File: config.mk
export PLATFORM = sky130hd
export DESIGN_NAME = muldiv_sequencer
export DESIGN_NICKNAME = d
export VERILOG_FILES = /design/src/rtl/muldiv_sequencer.sv
export SDC_FILE = /design/constraint.sdc
export NUM_CORES = 1
export LEC_CHECK = 0
export BUFFER_PORTS_ARGS = -buffer_cell sky130_fd_sc_hd__buf_2
export CORE_AREA = 2 2 127 129
export CTS_CLUSTER_DIAMETER = 40
export DETAILED_ROUTE_END_ITERATION = 16
export DIE_AREA = 0 0 129 131
export HOLD_SLACK_MARGIN = 0.03
export PLACE_DENSITY = 0.69
export SKIP_CTS_REPAIR_TIMING = 1
export SLEW_MARGIN = 15
export SYNTH_ARGS = -nofsm -noshare
export SYNTH_HDL_FRONTEND = slang
export SYNTH_SLANG_ARGS = --single-unit
File: constraint.sdc
create_clock -name clk -period 1.62 [get_ports clk]
set_input_delay 0.162 -clock clk [delete_from_list [all_inputs] [get_ports clk]]
set_output_delay 0.162 -clock clk [all_outputs]
set_load 0.03 [all_outputs]
File: src/rtl/muldiv_sequencer.sv
// ============================================================================
// Module   : muldiv_sequencer
// Purpose  : Sequences an external multiplier/divider pair and captures
//            results into the architectural Hi/Lo registers.
// Options  : MULDIV_DIV_ZERO_CHECK_EN - abort a divide whose divisor is zero
// Revision : 1.0 - initial release
// ============================================================================
`default_nettype none

module muldiv_sequencer #(
    parameter int MULT_CYCLES = 32,
    parameter int DIV_CYCLES  = 32
) (
    input  logic        clk,
    input  logic        reset,
    input  logic        start_mult,
    input  logic        start_div,
    input  logic [31:0] op_a,
    input  logic [31:0] op_b,
    output logic [31:0] opnd_a,
    output logic [31:0] opnd_b,
    output logic        mult_rst,
    output logic        div_rst,
    input  logic [31:0] mult_hi,
    input  logic [31:0] mult_lo,
    input  logic [31:0] div_hi,
    input  logic [31:0] div_lo,
    output logic [31:0] hi_out,
    output logic [31:0] lo_out,
    output logic        busy,
    output logic        done,
    output logic        div_zero
);

    localparam logic [5:0] MULT_CNT = 6'(MULT_CYCLES);
    localparam logic [5:0] DIV_CNT  = 6'(DIV_CYCLES);

    typedef enum logic [2:0] {
        S_IDLE    = 3'd0,
        S_LAUNCH  = 3'd1,
        S_RUN     = 3'd2,
        S_CAPTURE = 3'd3,
        S_DZERO   = 3'd4
    } state_t;

    state_t      state_q, state_d;
    logic [5:0]  cnt_q, cnt_d;
    logic        op_q, op_d;
    logic [31:0] opnd_a_q, opnd_a_d;
    logic [31:0] opnd_b_q, opnd_b_d;
    logic [31:0] hi_q, hi_d;
    logic [31:0] lo_q, lo_d;
    logic        done_q, done_d;
    logic        mult_rst_q, mult_rst_d;
    logic        div_rst_q, div_rst_d;
`ifdef MULDIV_DIV_ZERO_CHECK_EN
    logic        dz_q, dz_d;
`endif

    always_ff @(posedge clk) begin
        if (reset) begin
            state_q    <= S_IDLE;
            cnt_q      <= 6'd0;
            op_q       <= 1'b0;
            opnd_a_q   <= 32'd0;
            opnd_b_q   <= 32'd0;
            hi_q       <= 32'd0;
            lo_q       <= 32'd0;
            done_q     <= 1'b0;
            mult_rst_q <= 1'b1;
            div_rst_q  <= 1'b1;
`ifdef MULDIV_DIV_ZERO_CHECK_EN
            dz_q       <= 1'b0;
`endif
        end else begin
            state_q    <= state_d;
            cnt_q      <= cnt_d;
            op_q       <= op_d;
            opnd_a_q   <= opnd_a_d;
            opnd_b_q   <= opnd_b_d;
            hi_q       <= hi_d;
            lo_q       <= lo_d;
            done_q     <= done_d;
            mult_rst_q <= mult_rst_d;
            div_rst_q  <= div_rst_d;
`ifdef MULDIV_DIV_ZERO_CHECK_EN
            dz_q       <= dz_d;
`endif
        end
    end

    always_comb begin
        state_d    = state_q;
        cnt_d      = cnt_q;
        op_d       = op_q;
        opnd_a_d   = opnd_a_q;
        opnd_b_d   = opnd_b_q;
        hi_d       = hi_q;
        lo_d       = lo_q;
        done_d     = 1'b0;
        mult_rst_d = 1'b0;
        div_rst_d  = 1'b0;
`ifdef MULDIV_DIV_ZERO_CHECK_EN
        dz_d       = 1'b0;
`endif
        case (state_q)
            S_IDLE: begin
                // Multiply wins when both requests arrive together.
                if (start_mult || start_div) begin
                    opnd_a_d = op_a;
                    opnd_b_d = op_b;
                    op_d     = ~start_mult;
`ifdef MULDIV_DIV_ZERO_CHECK_EN
                    if (!start_mult && (op_b == 32'd0)) begin
                        state_d = S_DZERO;
                    end else begin
                        state_d    = S_LAUNCH;
                        mult_rst_d = start_mult;
                        div_rst_d  = ~start_mult;
                    end
`else
                    state_d    = S_LAUNCH;
                    mult_rst_d = start_mult;
                    div_rst_d  = ~start_mult;
`endif
                end
            end
            S_LAUNCH: begin
                cnt_d   = op_q ? DIV_CNT : MULT_CNT;
                state_d = S_RUN;
            end
            S_RUN: begin
                cnt_d = cnt_q - 6'd1;
                if (cnt_q == 6'd1) begin
                    state_d = S_CAPTURE;
                end
            end
            S_CAPTURE: begin
                hi_d    = op_q ? div_hi : mult_hi;
                lo_d    = op_q ? div_lo : mult_lo;
                done_d  = 1'b1;
                state_d = S_IDLE;
            end
`ifdef MULDIV_DIV_ZERO_CHECK_EN
            S_DZERO: begin
                // Hi/Lo deliberately untouched on an aborted divide.
                done_d  = 1'b1;
                dz_d    = 1'b1;
                state_d = S_IDLE;
            end
`endif
            default: begin
                state_d = S_IDLE;
            end
        endcase
    end

    assign opnd_a   = opnd_a_q;
    assign opnd_b   = opnd_b_q;
    assign mult_rst = mult_rst_q;
    assign div_rst  = div_rst_q;
    assign hi_out   = hi_q;
    assign lo_out   = lo_q;
    assign busy     = (state_q != S_IDLE);
    assign done     = done_q;
`ifdef MULDIV_DIV_ZERO_CHECK_EN
    assign div_zero = dz_q;
`else
    assign div_zero = 1'b0;
`endif

endmodule

`default_nettype wire
### Yosys cells after proc, flatten, opt, wreduce, memory -nomap -nowiden

Index checks and enable logic that the tools add are counted.

* flip-flop bits (word level): 141
* latch bits: 0
* bits in writable memories: 0
* memory bits (read-only): 0
* input port bits: 196
* output and inout port bits: 133
* word-level logic and storage cells: 35
* memories kept: 0

* add/subtract/negate cells: 1
* $mul: 0
* divide/modulo/power cells: 0
* order comparisons: 0
* equal/unequal tests: 6
* shift-type cells: 0
* muxes and demuxes: 11
* bitwise operators: 1
* reduce and logical (&&, ||, !) cells: 6

Operators by type and width (count)
* 2-to-1 mux 32 bit: 2
* case mux 6 bit (2 select lines): 1
* case mux 3 bit (3 select lines): 1
* equality test 3 x 2 -> 1 bit (second input constant): 2
* equality test 6 x 1 -> 1 bit (second input constant): 1
* 2-to-1 mux 3 bit: 2
* subtractor 6 x 1 -> 6 bit (second input constant): 1
* 2-to-1 mux 1 bit: 5
* inequality test 2 bit (second input constant): 2
* AND reduction 2 bit: 2
* equality test 3 x 1 -> 1 bit (second input constant): 1
* zero test 3 bit: 1
* nonzero test 3 bit: 1
* nonzero test 2 bit: 1
* logical OR 1 bit: 1
* inverter 1 bit: 1

### Logic depth before layout (Yosys ltp)

Gate-level depths: netlist of the first run.

* depth after elaboration: 3
* mapped depth: 7
* mapped depth without buffers: 5

### Worst setup path after synthesis of the first run

Ideal clock, no wire load.

* kind: register -> register
* start: reg cnt_q[0]
* end: reg state_q[0]
* library setup time: 0.123 ns
* data arrival time: 1.481 ns
* data required time: 1.497 ns
* slack: 0.015 ns
* stages on the path, launching flop included: 5
* buffers on the path: 0
* clock period less this slack: 1.605 ns
* path through: dfxtp_1 ha_1 or3b_1 a221oi_2 mux2_1

* word-level cells in the longest chain between the ends: 3

RTL lines
* start: declaration: line 47 `logic [5:0] cnt_q, cnt_d;`
* start signal: assignment: line 77 `cnt_q <= cnt_d;`
* equality test 6 x 1 -> 1 bit: line 134 `if (cnt_q == 6'd1) begin`
* inequality test 2 bit (no line)
* AND reduction 2 bit (no line)
* end signal: assignment: line 76 `state_q <= state_d;`
* end: declaration: line 46 `state_t state_q, state_d;`

Every way passes these cells.
A chain may end at the register's enable or synchronous reset.

### Worst setup path in the final report of the first run

* start: reg cnt_q[1]
* end: reg state_q[0]

Same word-level chain as after synthesis.

==> reports/results.txt, run 1 <==
WL final - 18,630 um
vias in the first global route - 4,983
post-synth net total - 828
RSZ-0062 raised after global routing - true
clk_lat worst skew - 410 ps
Max Fclk - 0.6186 GHz
first-pass GRT wire length - 24,870 um
Die Area - 0.01690 mm2
number of port buffers - 327
clock skew - 10.05 ps
Pwr Density - 1624 mW/mm2
DRT Pass-1 Iters - 5
clk buf depth - 2
overall routing resource usage - 18.64%
Cells after Synth - 626
GPL Wtd Cong - 0.7645
Pins Over Slew Limit - 0
CTS root buffer - clkbuf_16
min-delay worst type - input port to flop
dpl hpwl - 12,640 um
Critical Path End Type - flop
synthesized area per cell - 8.888 um2
antenna viol nets, final - 0
max-cap violations - 0
die width - 129 um
DR iter-0 viols - 194
#FFs+latches synth - 140
Core Region - 0.01560 mm2
Sink Count - 140
Vias/cell - 4.708
critical path launch point type - flop
CP Class - flop to flop
count leader, synth - dfxtp_1
WP data required - 1910 ps
Via Count - 5,824
Remaining Overflow, GRT - 0
layout cells sized above 1 - 38.82%
Final nets - 1,209
async set-reset flop share out of synthesis - 0%
io pins - 329
CTS Buf Count - 17
Final Hold Fails - 1
Leak - 4.018 nW
num rows - 46
Initial Util - 35.67%
main area contributors after synthesis - dfxtp_1 50%, mux2i_1 12%, a211oi_1 8.9%
fin util - 56.44%
peak supply drop - 0.0007395 V
Post-Syn Area - 0.005564 mm2
Final min period - 1617 ps
Primary FF master, synth - dfxtp_1
Die H - 131 um
placed inst area - 0.007553 mm2
number of synthesized flops with an enable pin - 0
H-tree level count - 4
Synth top cells by count - 140 x dfxtp_1, 129 x nand2_1, 73 x nor2_1, 66 x a211oi_1
Final setup violation count - 0
status - finished with violations
hold slack - -4.913 ps
largest net degree at the start of global routing - 66
register area share after synthesis - 50.37%
cell taking the most area after synthesis - dfxtp_1
post-synthesis cell type count - 30
synth-to-layout area growth - 58.22%
clk slew on worst S/H paths - 60 ps
TritonCTS clock tree - yes
warning count from the yosys run - 0
# DRC - 0
Finished Cell Area - 0.008803 mm2
Synth top area share - 50.37%
routed len/inst - 15.06 um
Worst Path Max Fanout - 2
final period utilization - 99.79%
arrival time worst endpoint - 1900 ps
failing checks - negative hold slack
initial antenna violation count - 2
==> routing by layer <==
| metal | track usage [%] | wire [um] | vias to the layer above |
|---|---|---|---|
| li1 | - | - | 2908 |
| met3 | 7.451 | 1748 | 23 |
| met1 | 22.03 | 7498 | 2631 |
| met5 | 0 | 11 | - |
| met2 | 31.28 | 9174 | 260 |
| met4 | 5.691 | 195 | 2 |
==> cell usage in the layout (no fill, tap or decap), drive strengths merged, types with 2 or more instances in the layout <==
| master | count |
|---|---|
| buf | 354 |
| dfxtp | 140 |
| nand2 | 129 |
| nor2 | 73 |
| a211oi | 66 |
| a21oi | 65 |
| mux2i | 65 |
| dlygate4sd3 | 60 |
| clkbuf | 19 |
| inv | 8 |
| ha | 6 |
| clkinv | 5 |
| nor2b | 3 |
| xnor2 | 3 |
| bufinv | 3 |
| nor3 | 2 |
| nand2b | 2 |
| clkinvlp | 2 |
| o21a | 2 |
==> path summary, 6_finish.rpt <==
| kind | from | endpoint | slack (ps) | cells after the start |
|---|---|---|---|---|
| worst max-delay path | cnt_q[1] | state_q[0] | 3 | 5 |
| worst min register to register | opnd_a[14] | opnd_a[14] | 450 | 2 |
| worst min-delay path | op_a[0] | opnd_a[0] | -5 | 3 |
| worst max register to register | cnt_q[1] | state_q[0] | 3 | 5 |
==> sequential cells by signal (all words and copies together), names as in the netlist <==
| signal | cells |
|---|---|
| hi_out | 32 |
| lo_out | 32 |
| opnd_b | 32 |
| state_q | 2 |
| op_q | 1 |
| done | 1 |
| div_rst | 1 |
| opnd_a | 32 |
| cnt_q | 6 |
| mult_rst | 1 |
==> area by class of cell <==
cell class              count  area [um2]
flip-flops and latches    140        2809
repair buffers            414        2542
fillers                  1397        6794
clock inverters            13       163.9
inverters                   5       18.77
diodes                      1       2.502
multi-input cells         429        2554
clock buffers              19       442.9
well taps                 216       270.3
==> kinds of logic after synthesis <==
logic type | count (synthesis) | share of synthesized area [%]
XOR/XNOR | 4 | 0.6298
AO/OA/AOI/OAI | 138 | 15.81
flip-flops | 140 | 50.37
multiplexers | 66 | 11.90
other | 1 | 0.06740
buffers and inverters | 57 | 4.722
adder cells (fa/ha/maj) | 6 | 1.349
AND/OR/NAND/NOR | 214 | 15.16
==> power by group <==
part / switching, W / leakage [nW] / total (W) / internal, W
Sequential: 0.000425 / 1.15 / 0.00458 / 0.00415
Clock: 0.00153 / 0.294 / 0.00400 / 0.00248
Combinational: 0.00353 / 2.58 / 0.00571 / 0.00218
Total: 0.00548 / 4.02 / 0.0143 / 0.00881
==> through the flow <==
stage          power [W]  setup TNS (ps)  instances  setup slack [ps]
2_1_floorplan   0.008305               0        626             15.20
3_3_place_gp    0.009976               0       1143             72.41
3_5_place_dp     0.01006               0       1143             32.14
4_1_cts          0.01410               0       1175             6.407
5_1_grt          0.01509          -61.95       1237            -61.95
6_report         0.01429               0       1237             3.324
==> worst max-delay path, cell delays in order (launching register included) <==
cell and delay (ps):
dfxtp_2 320, inv_2 70, ha_4 110, or3b_1 350, a221oi_2 300, mux2_1 350
(Power assumes the default switching activity.)
==> run 2: changes to the inputs <==
ABC_AREA = 1   (was not set)
CORE_AREA = 2 2 130 132   (was 2 2 127 129)
DIE_AREA = 0 0 132 134   (was 0 0 129 131)
PLACE_DENSITY = 0.66   (was 0.69)
==> reports/results.txt, run 2 <==
register area share after synthesis - 50.91%
clk buf depth - 2
warning count from the yosys run - 0
clk_lat worst skew - 420 ps
Final Non-Filler Cells - 1,380
max-cap violations - 0
antenna viol nets, final - 0
reg2reg end - opnd_b[18]
number of synthesized flops with an enable pin - 0
CP endpoint - opnd_b[18]
Primary FF master, synth - dfxtp_1
number of port buffers - 327
CTS root buffer - clkbuf_16
Sink Count - 140
Finished Cell Area - 0.009178 mm2
Worst R2R Setup Slack - 110 ps
overall routing resource usage - 20.30%
Via Count - 6,593
Pins Over Slew Limit - 0
Initial Util - 33.80%
Worst Path Max Fanout - 17
worst r2r src - state_q[0]
final period utilization - 93.15%
Critical Path End Type - flop
DRT Pass-1 Iters - 5
peak supply drop - 0.0009732 V
Final nets - 1,350
Synth top area share - 50.91%
first-pass GRT wire length - 28,720 um
start point of the critical path - state_q[0]
clock skew - 11.26 ps
GPL Wtd Cong - 0.8141
Die H - 134 um
synth-to-layout area growth - 66.70%
Leak - 4.672 nW
initial antenna violation count - 0
post-synthesis cell type count - 26
H-tree level count - 4
Vias/cell - 4.778
crit-path cells - inv_1 > ha_1 > nand2_2 > nand2_4 > inv_2 > buf_6 > nor2_1 > nor2_1
synthesized area per cell - 7.732 um2
arrival time worst endpoint - 1850 ps
most frequent CP cell - nor2_1
main area contributors after synthesis - dfxtp_1 51%, a21oi_1 12%, nor2_1 9.5%
Power, Total - 0.01537 W
critical path launch point type - flop
Pwr Density - 1674 mW/mm2
Final setup violation count - 0
dpl hpwl - 13,030 um
Final Hold Fails - 0
vias in the first global route - 5,676
DR iter-0 viols - 283
Cells after Synth - 712
# DRC - 0
die width - 132 um
status - finished clean
Post-Syn Area - 0.005505 mm2
WL final - 21,050 um
num rows - 47
min-delay worst type - input port to flop
Synth top cells by count - 140 x dfxtp_1, 140 x nor2_1, 134 x a21oi_1, 85 x o21ai_0, 78 x nand2_1
layout cells sized above 1 - 33.53%
post-synth net total - 914
most frequent cells in the layout - 327 x buf_2, 140 x nor2_1, 139 x dfxtp_1
Filler cells - 1,432
async set-reset flop share out of synthesis - 0%
Critical Path Slowest Stage Cell - dfxtp_1
min-delay src - mult_hi[5]
WP data required - 1960 ps
TritonCTS clock tree - yes
cell taking the most area after synthesis - dfxtp_1
placed inst area - 0.007313 mm2
largest net degree at the start of global routing - 64
# diodes - 0
Max Fclk - 0.6627 GHz
Final min period - 1509 ps
Die Area - 0.01769 mm2
routed len/inst - 15.25 um
hold slack - 7.704 ps
placed insts - 1,221
io pins - 329
clk slew on worst S/H paths - 70 ps
Core Region - 0.01629 mm2
#FFs+latches synth - 140
cells on worst reg2reg path - 8
most common cell after layout, fill and taps aside - buf_2
slowest stage delay, CP - 320 ps
CTS Buf Count - 17
Remaining Overflow, GRT - 0
CP Class - flop to flop
-- run 2: changes by cell type after synthesis, moves of 3 or more --
cell      previous run  this run
nand2_1            129        78
nor2_1              73       140
nand3_1              0         5
o21ai_0              0        85
a21oi_1             65       134
o21ai_1              1        43
inv_1                5        11
mux2i_1             65         0
nand2_2              0         3
a211oi_1            66         1
nor2b_1              3         0
buf_1                6         3
buf_2               15        11
buf_8                0         6
-- run 2: per-stage QoR --
| step | util (%) | TNS [ps] | setup WS [ps] |
|---|---|---|---|
| 2_1_floorplan | - | 0 | 218.8 |
| 3_3_place_gp | 44.90 | 0 | 141.2 |
| 3_5_place_dp | 44.90 | 0 | 129.4 |
| 4_1_cts | 48.31 | 0 | 104.0 |
| 5_1_grt | 56.34 | -24.64 | -24.64 |
| 6_report | 56.34 | 0 | 111.0 |
-- run 2: layout make-up --
| cell class | instances | area, um2 | share of cell area, % |
|---|---|---|---|
| tap | 220 | 275.3 | 2.999 |
| clock buffer | 18 | 439.2 | 4.785 |
| timing repair buffer | 473 | 3172 | 34.56 |
| inverter | 13 | 50.05 | 0.5453 |
| sequential | 140 | 2804 | 30.55 |
| multi-input combinational | 503 | 2320 | 25.28 |
| clock inverter | 13 | 117.6 | 1.282 |
-- run 2: where the power goes --
part	internal, W	switching (W)	leakage (nW)
Sequential	0.00440	0.000525	1.15
Clock	0.00215	0.00156	0.261
Combinational	0.00224	0.00450	3.26
-- run 2: per-layer routing --
metal	track usage, %	up-vias	share of wire (%)
li1	-	3250	-
met1	24.97	2977	41
met2	33.25	332	49
met3	6.765	34	8.7
met4	7.367	0	1.6
met5	0	-	0
-- run 2: cell families (layout without fill, tap and decap cells) --
group | after synthesis | count (layout) | synth area share (%)
other cells | 1 | 1 | 0.06812
fa+ha+maj | 6 | 6 | 1.364
compound gates | 265 | 265 | 24.25
simple gates | 230 | 230 | 16.11
buf+inv | 69 | 517 | 7.136
xor+xnor | 1 | 1 | 0.1591
flops | 140 | 140 | 50.91
-- run 2: worst max-delay path: cells and delay by family, from the launching register on --
family	cells	cell delay [ps]
fa+ha+maj	1	250
buf+inv	3	420
simple gates	4	440
flops	1	320
-- run 2: worst min-delay path by stage --
stage	cells past startpoint	end
4_1_cts	2	done
3_3_place_gp	2	done
6_report	3	hi_out[5]
3_5_place_dp	2	done
2_1_floorplan	1	done
5_1_grt	3	hi_out[5]
